==> config.mk <==
export PLATFORM = sky130hd
export DESIGN_NAME = obstacle_sequencer
export DESIGN_NICKNAME = d
export VERILOG_FILES = /design/src/rtl/obstacle_sequencer.sv
export SDC_FILE = /design/constraint.sdc
export NUM_CORES = 1
export LEC_CHECK = 0
export ABC_AREA = 1
export CAP_MARGIN = 20
export CORE_MARGIN = 2
export CORE_UTILIZATION = 30
export CTS_CLUSTER_SIZE = 25
export DETAILED_ROUTE_END_ITERATION = 8
export PLACE_DENSITY = 0.45
export SLEW_MARGIN = 25
export SYNTH_ARGS = -nofsm -noshare
export SYNTH_HDL_FRONTEND = slang
export SYNTH_SLANG_ARGS = --single-unit
==> constraint.sdc <==
create_clock -name clk -period 1.8 [get_ports clk]
set_input_delay 0.54 -clock clk [delete_from_list [all_inputs] [get_ports clk]]
set_output_delay 0.54 -clock clk [all_outputs]
set_load 0.02 [all_outputs]
==> src/rtl/obstacle_sequencer.sv <==
// Obstacle sequencer: steps through obstacle codes (sequential or LFSR order),
// inserting idle gaps between obstacles and counting completed rounds toward a win.
module obstacle_sequencer #(
  parameter int NUM_BITS      = 3,
  parameter int NUM_OBSTACLES = 8,
  parameter int GAP_CYCLES    = 32,
  parameter int GAP_WIDTH     = 26,
  parameter int ROUNDS        = 3,
  parameter int RANDOM        = 0
) (
  input  logic                clk,
  input  logic                rst,
  input  logic                done,
  input  logic                play_selected,
  output logic [NUM_BITS-1:0] obstacle_code,
  output logic                obstacle_active,
  output logic                done_out,
  output logic [7:0]          round_count,
  output logic                victory
);

  localparam int CNT_W = NUM_BITS + 1;
  localparam logic [NUM_BITS-1:0]  LAST_CODE  = NUM_BITS'(NUM_OBSTACLES - 1);
  localparam logic [CNT_W-1:0]     ROUND_LEN  = CNT_W'(NUM_OBSTACLES);
  localparam logic [GAP_WIDTH-1:0] GAP_LOAD   = (GAP_CYCLES == 0) ? '0 : GAP_WIDTH'(GAP_CYCLES - 1);
  localparam logic [7:0]           ROUNDS_WIN = 8'(ROUNDS);

  typedef enum logic [1:0] {IDLE, ACTIVE, GAP, WIN} state_t;

  state_t               state, state_next;
  logic [GAP_WIDTH-1:0] gap_cnt, gap_cnt_next;
  logic [CNT_W-1:0]     obs_cnt, obs_cnt_next, obs_inc;
  logic [NUM_BITS-1:0]  code_next, cand, first_code, step_code;
  logic [7:0]           rounds_next, rounds_inc;
  logic [7:0]           lfsr;
  logic                 armed, accept, round_done;
  logic                 active_next, victory_next;

  function automatic logic [7:0] sat_inc8(input logic [7:0] v);
    return (v == 8'hFF) ? v : v + 8'd1;
  endfunction

  function automatic logic [NUM_BITS-1:0] wrap_inc(input logic [NUM_BITS-1:0] c);
    return (c == LAST_CODE) ? '0 : c + NUM_BITS'(1);
  endfunction

  // Folds the low LFSR bits into 0..NUM_OBSTACLES-1; one subtraction suffices
  // because NUM_OBSTACLES exceeds half the code space.
  function automatic logic [NUM_BITS-1:0] fold(input logic [7:0] l);
    logic [CNT_W-1:0] raw;
    raw = {1'b0, l[NUM_BITS-1:0]};
    if (raw >= ROUND_LEN) raw = raw - ROUND_LEN;
    return raw[NUM_BITS-1:0];
  endfunction

  // A held done is accepted only once; it must drop before another is taken.
  assign accept     = (state == ACTIVE) && play_selected && done && armed;
  assign obs_inc    = obs_cnt + CNT_W'(1);
  assign round_done = (obs_inc == ROUND_LEN);
  assign rounds_inc = sat_inc8(round_count);
  assign cand       = fold(lfsr);
  assign first_code = (RANDOM != 0) ? cand : '0;
  assign step_code  = (RANDOM == 0) ? wrap_inc(obstacle_code) :
                      (cand == obstacle_code) ? wrap_inc(obstacle_code) : cand;

  always_ff @(posedge clk) begin
    if (rst) begin
      state         <= IDLE;
      gap_cnt       <= '0;
      obs_cnt       <= '0;
      obstacle_code <= '0;
      round_count   <= '0;
      obstacle_active <= 1'b0;
      victory       <= 1'b0;
      done_out      <= 1'b0;
      armed         <= 1'b1;
      lfsr          <= 8'hA5;
    end else begin
      state         <= state_next;
      gap_cnt       <= gap_cnt_next;
      obs_cnt       <= obs_cnt_next;
      obstacle_code <= code_next;
      round_count   <= rounds_next;
      obstacle_active <= active_next;
      victory       <= victory_next;
      done_out      <= accept;
      if (accept)     armed <= 1'b0;
      else if (!done) armed <= 1'b1;
      lfsr          <= {lfsr[6:0], lfsr[7] ^ lfsr[5] ^ lfsr[4] ^ lfsr[3]};
    end
  end

  always_comb begin
    state_next   = state;
    gap_cnt_next = gap_cnt;
    obs_cnt_next = obs_cnt;
    code_next    = obstacle_code;
    rounds_next  = round_count;
    if (!play_selected) begin
      state_next   = IDLE;
      gap_cnt_next = '0;
      obs_cnt_next = '0;
      code_next    = '0;
      rounds_next  = '0;
    end else begin
      case (state)
        IDLE: begin
          state_next   = ACTIVE;
          code_next    = first_code;
          obs_cnt_next = '0;
          rounds_next  = '0;
          gap_cnt_next = '0;
        end
        ACTIVE: begin
          if (accept) begin
            if (round_done) begin
              obs_cnt_next = '0;
              rounds_next  = rounds_inc;
            end else begin
              obs_cnt_next = obs_inc;
            end
            if (round_done && (ROUNDS != 0) && (rounds_inc == ROUNDS_WIN)) begin
              state_next = WIN;
            end else if (GAP_CYCLES == 0) begin
              state_next = ACTIVE;
              code_next  = step_code;
            end else begin
              state_next   = GAP;
              gap_cnt_next = GAP_LOAD;
            end
          end
        end
        GAP: begin
          if (gap_cnt == '0) begin
            state_next = ACTIVE;
            code_next  = step_code;
          end else begin
            gap_cnt_next = gap_cnt - GAP_WIDTH'(1);
          end
        end
        default: state_next = state;
      endcase
    end
  end

  always_comb begin
    active_next  = (state_next == ACTIVE);
    victory_next = (state_next == WIN);
  end

endmodule

# Word level (Yosys, flattened, before mapping)
# Index checks and enable logic that the tools add are counted.
# totals
register_bits,47
out_inout_bits,14
inputBits,4
# classes
add_sub_neg,4
n_mux,21
eq_ne,14
reduce_logical,14
bitwise,1
# op_table
op,n
$mux W26,3
$pmux W26 S3,1
$logic_not A26 Y1,1
$sub A26 B1 Y26 const B,1
$mux W8,3
$pmux W8 S2,1
$ne A2 B2 Y1 const B,5
$add A8 B1 Y8 const B,1
$eq A8 B2 Y1 const B,1
$eq A8 B8 Y1 const B,1
$mux W4,2
$pmux W4 S2,1
$mux W2,3
$mux W3,2
$pmux W2 S3,1
$pmux W3 S2,1
$add A4 B1 Y4 const B,1
$eq A2 B1 Y1 const B,2
$eq A2 B2 Y1 const B,2
$eq A4 B4 Y1 const B,1
$logic_and A1 B1 Y1,4
$reduce_and A2 Y1,2
$reduce_and A4 Y1,1
$reduce_bool A2 Y1,2
other kinds (9),11

# Logic depth before layout (Yosys ltp)
# Gate-level depths: netlist (run 1).
# depth
depth_word,9
mapped_depth,14
mapped_depth_nobuf,13

# Least setup slack after synthesis (run 1)
# No wires, ideal clock.
# synth_timing
path_kind,flip-flop to flip-flop
start,reg round_count[1]
end,reg gap_cnt[12]
setup_time_ns,0.112
setup_slack_ns,-0.163
n_path_buf,1
period_less_slack_ns,1.963
arrival_ns,1.852
t_required_ns,1.688
path_stages_with_launch,14
cell_sequence,dfxtp_1 -> ha_1 -> nand3_1 -> nor2_1 -> nand3_1 -> o21ai_0 -> nand2_1 -> nor2_4 -> nand3_4 -> nand2_4 -> inv_4 -> buf_6 -> nor2_1 -> nor2_1
# synth_via
elab_chain_cells,6
word_cells_on_any_way,7
classes_between,add/sub: 1; eq/ne: 3; mux: 1; reduce/logical: 2
# synth_lines
item,line_no,source
start: declaration,18,"output logic [7:0] round_count,"
start signal: assignment,83,round_count <= rounds_next;
$add A8 B1 Y8 or $eq A8 B8 Y1 (tied branches),40,return (v == 8'hFF) ? v : v + 8'd1;
$mux W8 *,40,
$eq A8 B2 Y1 *,122,if (round_done && (ROUNDS != 0) && (rounds_inc == ROUNDS_WIN)) begin
$logic_and A1 B1 Y1 *,122,
$ne A2 B2 Y1 (no line) *,-,
$reduce_and A4 Y1 (no line) *,-,
end signal: assignment,80,gap_cnt <= gap_cnt_next;
end: declaration,31,"logic [GAP_WIDTH-1:0] gap_cnt, gap_cnt_next;"
# Mark *: on every way between the ends. The rest lies on a longest branch, timed or not.
# A chain may end at the register's enable or synchronous reset.

# Final worst setup path (run 1)
# layout_timing
start,reg round_count[0]
end,reg gap_cnt[21]
# The elaborated chain is that of the path after synthesis.

==> flow_summary.json, run 1 <==
{
  "status": "finished, violations left",
  "violations": "setup timing",
  "routed_via_density": 4.70,
  "gp_congestion": 0.887,
  "cts.htree.levels": 2,
  "cts.clk_slew.worst_paths_ns": 0.10,
  "start_util_pct": 30.7,
  "fill_cells": 1123,
  "grt_pass1_vias": 3270,
  "met2_length_um": 4380,
  "layout-drive-gt1-share_pct": 27.4,
  "layout_commonest_cell": "nand2_1",
  "fmax_mhz": 552,
  "die_w_um": 106,
  "syn_area_um2": 3140,
  "final_cells": 721,
  "worst_path_largest_cell_delay_ns": 0.37,
  "crit_family": "simple AND/OR/NAND/NOR gates",
  "wl_met1_um": 4390,
  "min_path_type": "reg -> reg",
  "crit_arrival_ns": 2.01,
  "final_cell_mix": "100 x nand2_1, 82 x nor2_1, 63 x buf_4",
  "pre_cts_ws_ns": -0.287,
  "via_count": 3392,
  "yosys_warnings": 0,
  "root_buffer": "clkbuf_8",
  "maxCapViolCount": 0,
  "dp_hpwl_um": 6780,
  "wire_per_inst_um": 12.6,
  "yosysSeqAreaShare_pct": 29.9,
  "top_layer": "met4",
  "portBuffers": 17,
  "post-route-cell-area_um2": 4330,
  "drc": 0,
  "final_core_util_pct": 42.4,
  "ant_nets": 0,
  "finalSetupTns_ns": -0.0251,
  "clk_latency_ns": 0.31,
  "design.core.area_um2": 10200,
  "synth-seq-cells": 47,
  "grt_remaining_overflow": 0,
  "final_nets": 599,
  "critical_path_class": "reg -> reg",
  "area_growth_pct": 37.9,
  "fin_ws_ns": -0.0125,
  "slew_headroom_pct": 76.5,
  "crit_path_max_fanout": 8,
  "cts_inserted_buffers": 5,
  "cp-end-kind": "flip-flop",
  "finalSetupViolations": 4,
  "tightest_slew_ns": 0.351,
  "worstPathCellList": "ha_4 > nand2_4 > nor2_4 > nand2_4 > buf_6 > nand4_1 > nor2_4 > nand3_4 > nand2_4 > buf_12 > nand2_1 > nand2_1 > nor2_1",
  "required_ns": 2.00,
  "drv_slew": 0,
  "syn_inst": 503,
  "slowest_stage": "dfxtp_4",
  "ys_types": 32,
  "synth_area_leader_cell": "dfxtp_1",
  "antennaDiodeCount": 0,
  "dp.cells": 705,
  "min_period_over_period_pct": 101,
  "synth.avg_cell_area_um2": 6.25,
  "p_leak_nw": 2.12,
  "holdWs_ns": 0.465,
  "synth_area_leaders": "dfxtp_1 30%, nand2_1 13%, nor2_1 12%, nand3_1 10%, inv_1 6.1%",
  "cts_sinks": 47,
  "hold_violations": 0,
  "critPathBufInv": 2,
  "cts_tree": "yes",
  "grt_max_degree": 27,
  "dr.pass1.iters": 4,
  "placed_area_um2": 3940,
  "power_density_nw_per_um2": 586,
  "postCtsHoldBufs": 0,
  "start_kind": "flip-flop",
  "ir_worst_vdd_v": 0.000299,
  "num_rows": 37,
  "clock_skew_ns": 0.0131,
  "grt_first_pass_wirelength_um": 15500,
  "drt_iter0_markers": 135,
  "clockBufferDepth": 2,
  "die_h_um": 106,
  "wl_met3_um": 284,
  "synth_nets": 518,
  "antenna_found_initial": 0,
  "rsz0062_at_grt": "yes",
  "die_area_um2": 11300,
  "crit_top_cell": "nand2_4",
  "drt_wl_total_um": 9110,
  "totalPowerFinal_mw": 2.54,
  "min_period_ns": 1.81,
  "grt_use_total_pct": 16.9,
  "synth_top_area_share_pct": 29.9,
  "io_pins": 18
}
## kinds of logic (layout without fill, tap and decap cells)
group,after synthesis,after routing,share of synthesized area [%]
buf+inv,67,149,9.16
xor+xnor,4,4,1.12
simple gates,320,320,45.7
flops,47,47,29.9
fa+ha+maj,11,11,4.38
compound gates,54,54,9.68
## power breakdown
part / switching (mW) / internal (mW) / total, mW
sequential: 0.0254 / 1.06 / 1.09
clock: 0.385 / 0.415 / 0.800
combinational: 0.370 / 0.282 / 0.653
total: 0.781 / 1.76 / 2.54
## state kept, by name, summed over array words and instances, names as in the netlist
register / cells
state: 2
obstacle_code: 3
victory: 1
done_out: 1
round_count: 8
obstacle_active: 1
obs_cnt: 4
gap_cnt: 26
armed: 1
## synth_stat cells, drive strengths merged
master,instances
or2,5
ha,11
o211ai,2
clkbuf,4
a211oi,5
nand3b,3
clkinv,1
nand2,116
a31oi,2
buf,10
dfxtp,47
a31o,1
nor2,113
o21ai,11
xor2,1
nand4,12
nor3,4
a21oi,31
inv,52
nand3,67
xnor2,3
o211a,2
## cell type report
| class | instances | area [um2] | area share [%] |
|---|---|---|---|
| Inverter | 53 | 204 | 4.71 |
| Sequential cell | 47 | 966 | 22.3 |
| Tap cell | 136 | 170 | 3.93 |
| Timing Repair Buffer | 88 | 766 | 17.7 |
| Clock inverter | 2 | 37.5 | 0.866 |
| Multi-Input combinational cell | 389 | 2120 | 48.9 |
| Clock buffer | 6 | 72.6 | 1.67 |
## per-layer routing
| metal | GRT usage (%) | vias to the layer above |
|---|---|---|
| met5 | 0 | - |
| met2 | 29.7 | 48 |
| met4 | 3.20 | 0 |
| li1 | - | 1789 |
| met1 | 22.0 | 1549 |
| met3 | 2.58 | 6 |
## worst paths after layout
check,slack (ns),start,cells past startpoint,endpoint
setup / recovery,-0.01,round_count[0],13,gap_cnt[21]
hold / removal,0.46,armed,2,armed
setup reg to reg,-0.01,round_count[0],13,gap_cnt[21]
hold reg to reg,0.46,armed,2,armed
## tightest hold or removal path, delay by kind of cell (launching register included)
kind	cells	cell delay, ns
AND/OR/NAND/NOR	2	0.10
flip-flops	1	0.34
## timing repair
| item | 4_1_cts | 5_1_grt |
|---|---|---|
| gates resized for setup | 19 | 68 |
| buffers inserted | 0 | 8 |
| pin swaps | 0 | 14 |
| gates cloned | 0 | 0 |
| setup endpoints to repair | 43 | 43 |
Note: power is estimated with default switching activity, not from simulation.
==> run 2, diff against run 1 <==
Settings changed: CORE_UTILIZATION 30 to 49, PLACE_DENSITY 0.45 to 0.68.
==> run 2 against run 1 <==
  * The flow still finishes with violations (setup timing)
  * Clock skew up 0.00067 ns
  * Worst hold slack better by 0.018 ns
  * Die area down 37%
  * Design area about the same
==> flow_summary.json, run 2 (synthesis results as in run 1) <==
{
  "fin_ws_ns": -0.103,
  "largest_register_ffs": 26,
  "start_util_pct": 50.0,
  "start_kind": "flip-flop",
  "die_h_um": 84.1,
  "design.core.area_um2": 6280,
  "finalSetupViolations": 26,
  "antennaDiodeCount": 0,
  "fmax_mhz": 525,
  "ir_worst_vdd_v": 0.000413,
  "placed_area_um2": 3760,
  "via_count": 3521,
  "grt_max_degree": 27,
  "largestRegisters": "gap_cnt (26), round_count (8), obs_cnt (4)",
  "cts_tree": "yes",
  "layout-drive-gt1-share_pct": 29.1,
  "cts_inserted_buffers": 5,
  "cts_sinks": 47,
  "layout_commonest_cell": "nand2_1",
  "drt_wl_total_um": 9140,
  "dr.pass1.iters": 5,
  "portBuffers": 17,
  "critical_path_class": "reg -> reg",
  "drc": 0,
  "required_ns": 2.01,
  "hold_violations": 0,
  "holdWs_ns": 0.483,
  "clock_skew_ns": 0.0138,
  "pre_cts_ws_ns": -0.392,
  "area_growth_pct": 38.0,
  "root_buffer": "clkbuf_8",
  "slew_headroom_pct": 79.7,
  "cts.htree.levels": 2,
  "min_period_over_period_pct": 106,
  "totalPowerFinal_mw": 2.46,
  "p_leak_nw": 2.14,
  "crit_arrival_ns": 2.11,
  "power_density_nw_per_um2": 567,
  "tightest_slew_ns": 0.305,
  "status": "finished, violations left",
  "grt_pass1_vias": 3164,
  "drv_slew": 0,
  "grt_first_pass_wirelength_um": 14200,
  "die_w_um": 84.1,
  "grt_remaining_overflow": 0,
  "wire_per_inst_um": 13.9,
  "routed_via_density": 5.36,
  "final_cell_mix": "101 x nand2_1, 79 x nor2_1, 55 x buf_4",
  "io_pins": 18,
  "post-route-cell-area_um2": 4340,
  "hold_path_depth": 2,
  "violations": "setup timing",
  "finalSetupTns_ns": -1.87,
  "min_period_ns": 1.90,
  "regMostFlops": "gap_cnt",
  "min_path_type": "in -> reg",
  "final_nets": 594,
  "cp-end-kind": "flip-flop",
  "cts.clk_slew.worst_paths_ns": 0.09,
  "gp_congestion": 0.898,
  "clockBufferDepth": 2,
  "clk_latency_ns": 0.31,
  "die_area_um2": 7070,
  "grt_use_total_pct": 23.9,
  "num_rows": 29,
  "dp_hpwl_um": 6180,
  "ant_nets": 0,
  "maxCapViolCount": 0,
  "rsz0062_at_grt": "yes",
  "drt_iter0_markers": 293,
  "antenna_found_initial": 0,
  "crit_path_max_fanout": 6,
  "r2r_cells": 13
}
-- run 2: cell type report --
cell class,instances,area [um2]
Clock buffer,7,96.3
Inverter,53,209
Clock inverter,1,7.51
Fill cell,539,1940
Timing Repair inverter,1,7.51
Multi-Input combinational cell,389,2210
Tap cell,77,96.3
Sequential cell,47,967
Timing Repair Buffer,82,747
-- run 2: stage by stage --
stage,cells,utilization [%]
3_5_place_dp,638,59.9
3_3_place_gp,638,59.9
4_1_cts,648,62.6
5_1_grt,657,69.1
6_report,657,69.1
2_1_floorplan,503,-
-- run 2: timing repair --
item,4_1_cts,5_1_grt
cloned,0,4
endpoints found under the setup margin,38,42
gates resized for setup,25,88
pin swaps,2,28
hold buffers,0,0
buffers inserted,2,5
-- run 2: worst max-delay path, stage by stage, from the launching register on --
cell and delay, ns:
dfxtp_4 0.37, buf_6 0.11, nand2_1 0.06, nor2_2 0.19, a21oi_1 0.14, nor2_4 0.11
nand2_2 0.07, nor2_4 0.15, nand3_4 0.20, clkbuf_16 0.23, nand3_1 0.06, nand2_1 0.05
inv_1 0.04, nor2_1 0.03
-- run 2: power by group --
| part | switching [mW] | total (mW) | leakage, nW | internal [mW] |
|---|---|---|---|---|
| Clock | 0.375 | 0.725 | 0.0505 | 0.350 |
| Sequential | 0.0274 | 1.09 | 0.387 | 1.06 |
| Combinational | 0.379 | 0.647 | 1.70 | 0.267 |
-- run 2: final timing paths --
kind	startpoint	end	slack, ns
worst max register to register	round_count[1]	gap_cnt[25]	-0.10
worst min register to register	obs_cnt[3]	obs_cnt[3]	0.49
worst min-delay path	done	armed	0.48
worst max-delay path	round_count[1]	gap_cnt[25]	-0.10
-- run 2: routing by layer --
layer  share of wire, %  vias to the layer above  global-route usage, %
met5                  0                        -                      0
met4                2.0                        0                   6.74
met3                3.7                       17                   3.36
met2                 49                       93                   41.0
met1                 45                     1636                   31.2
li1                   -                     1775                      -
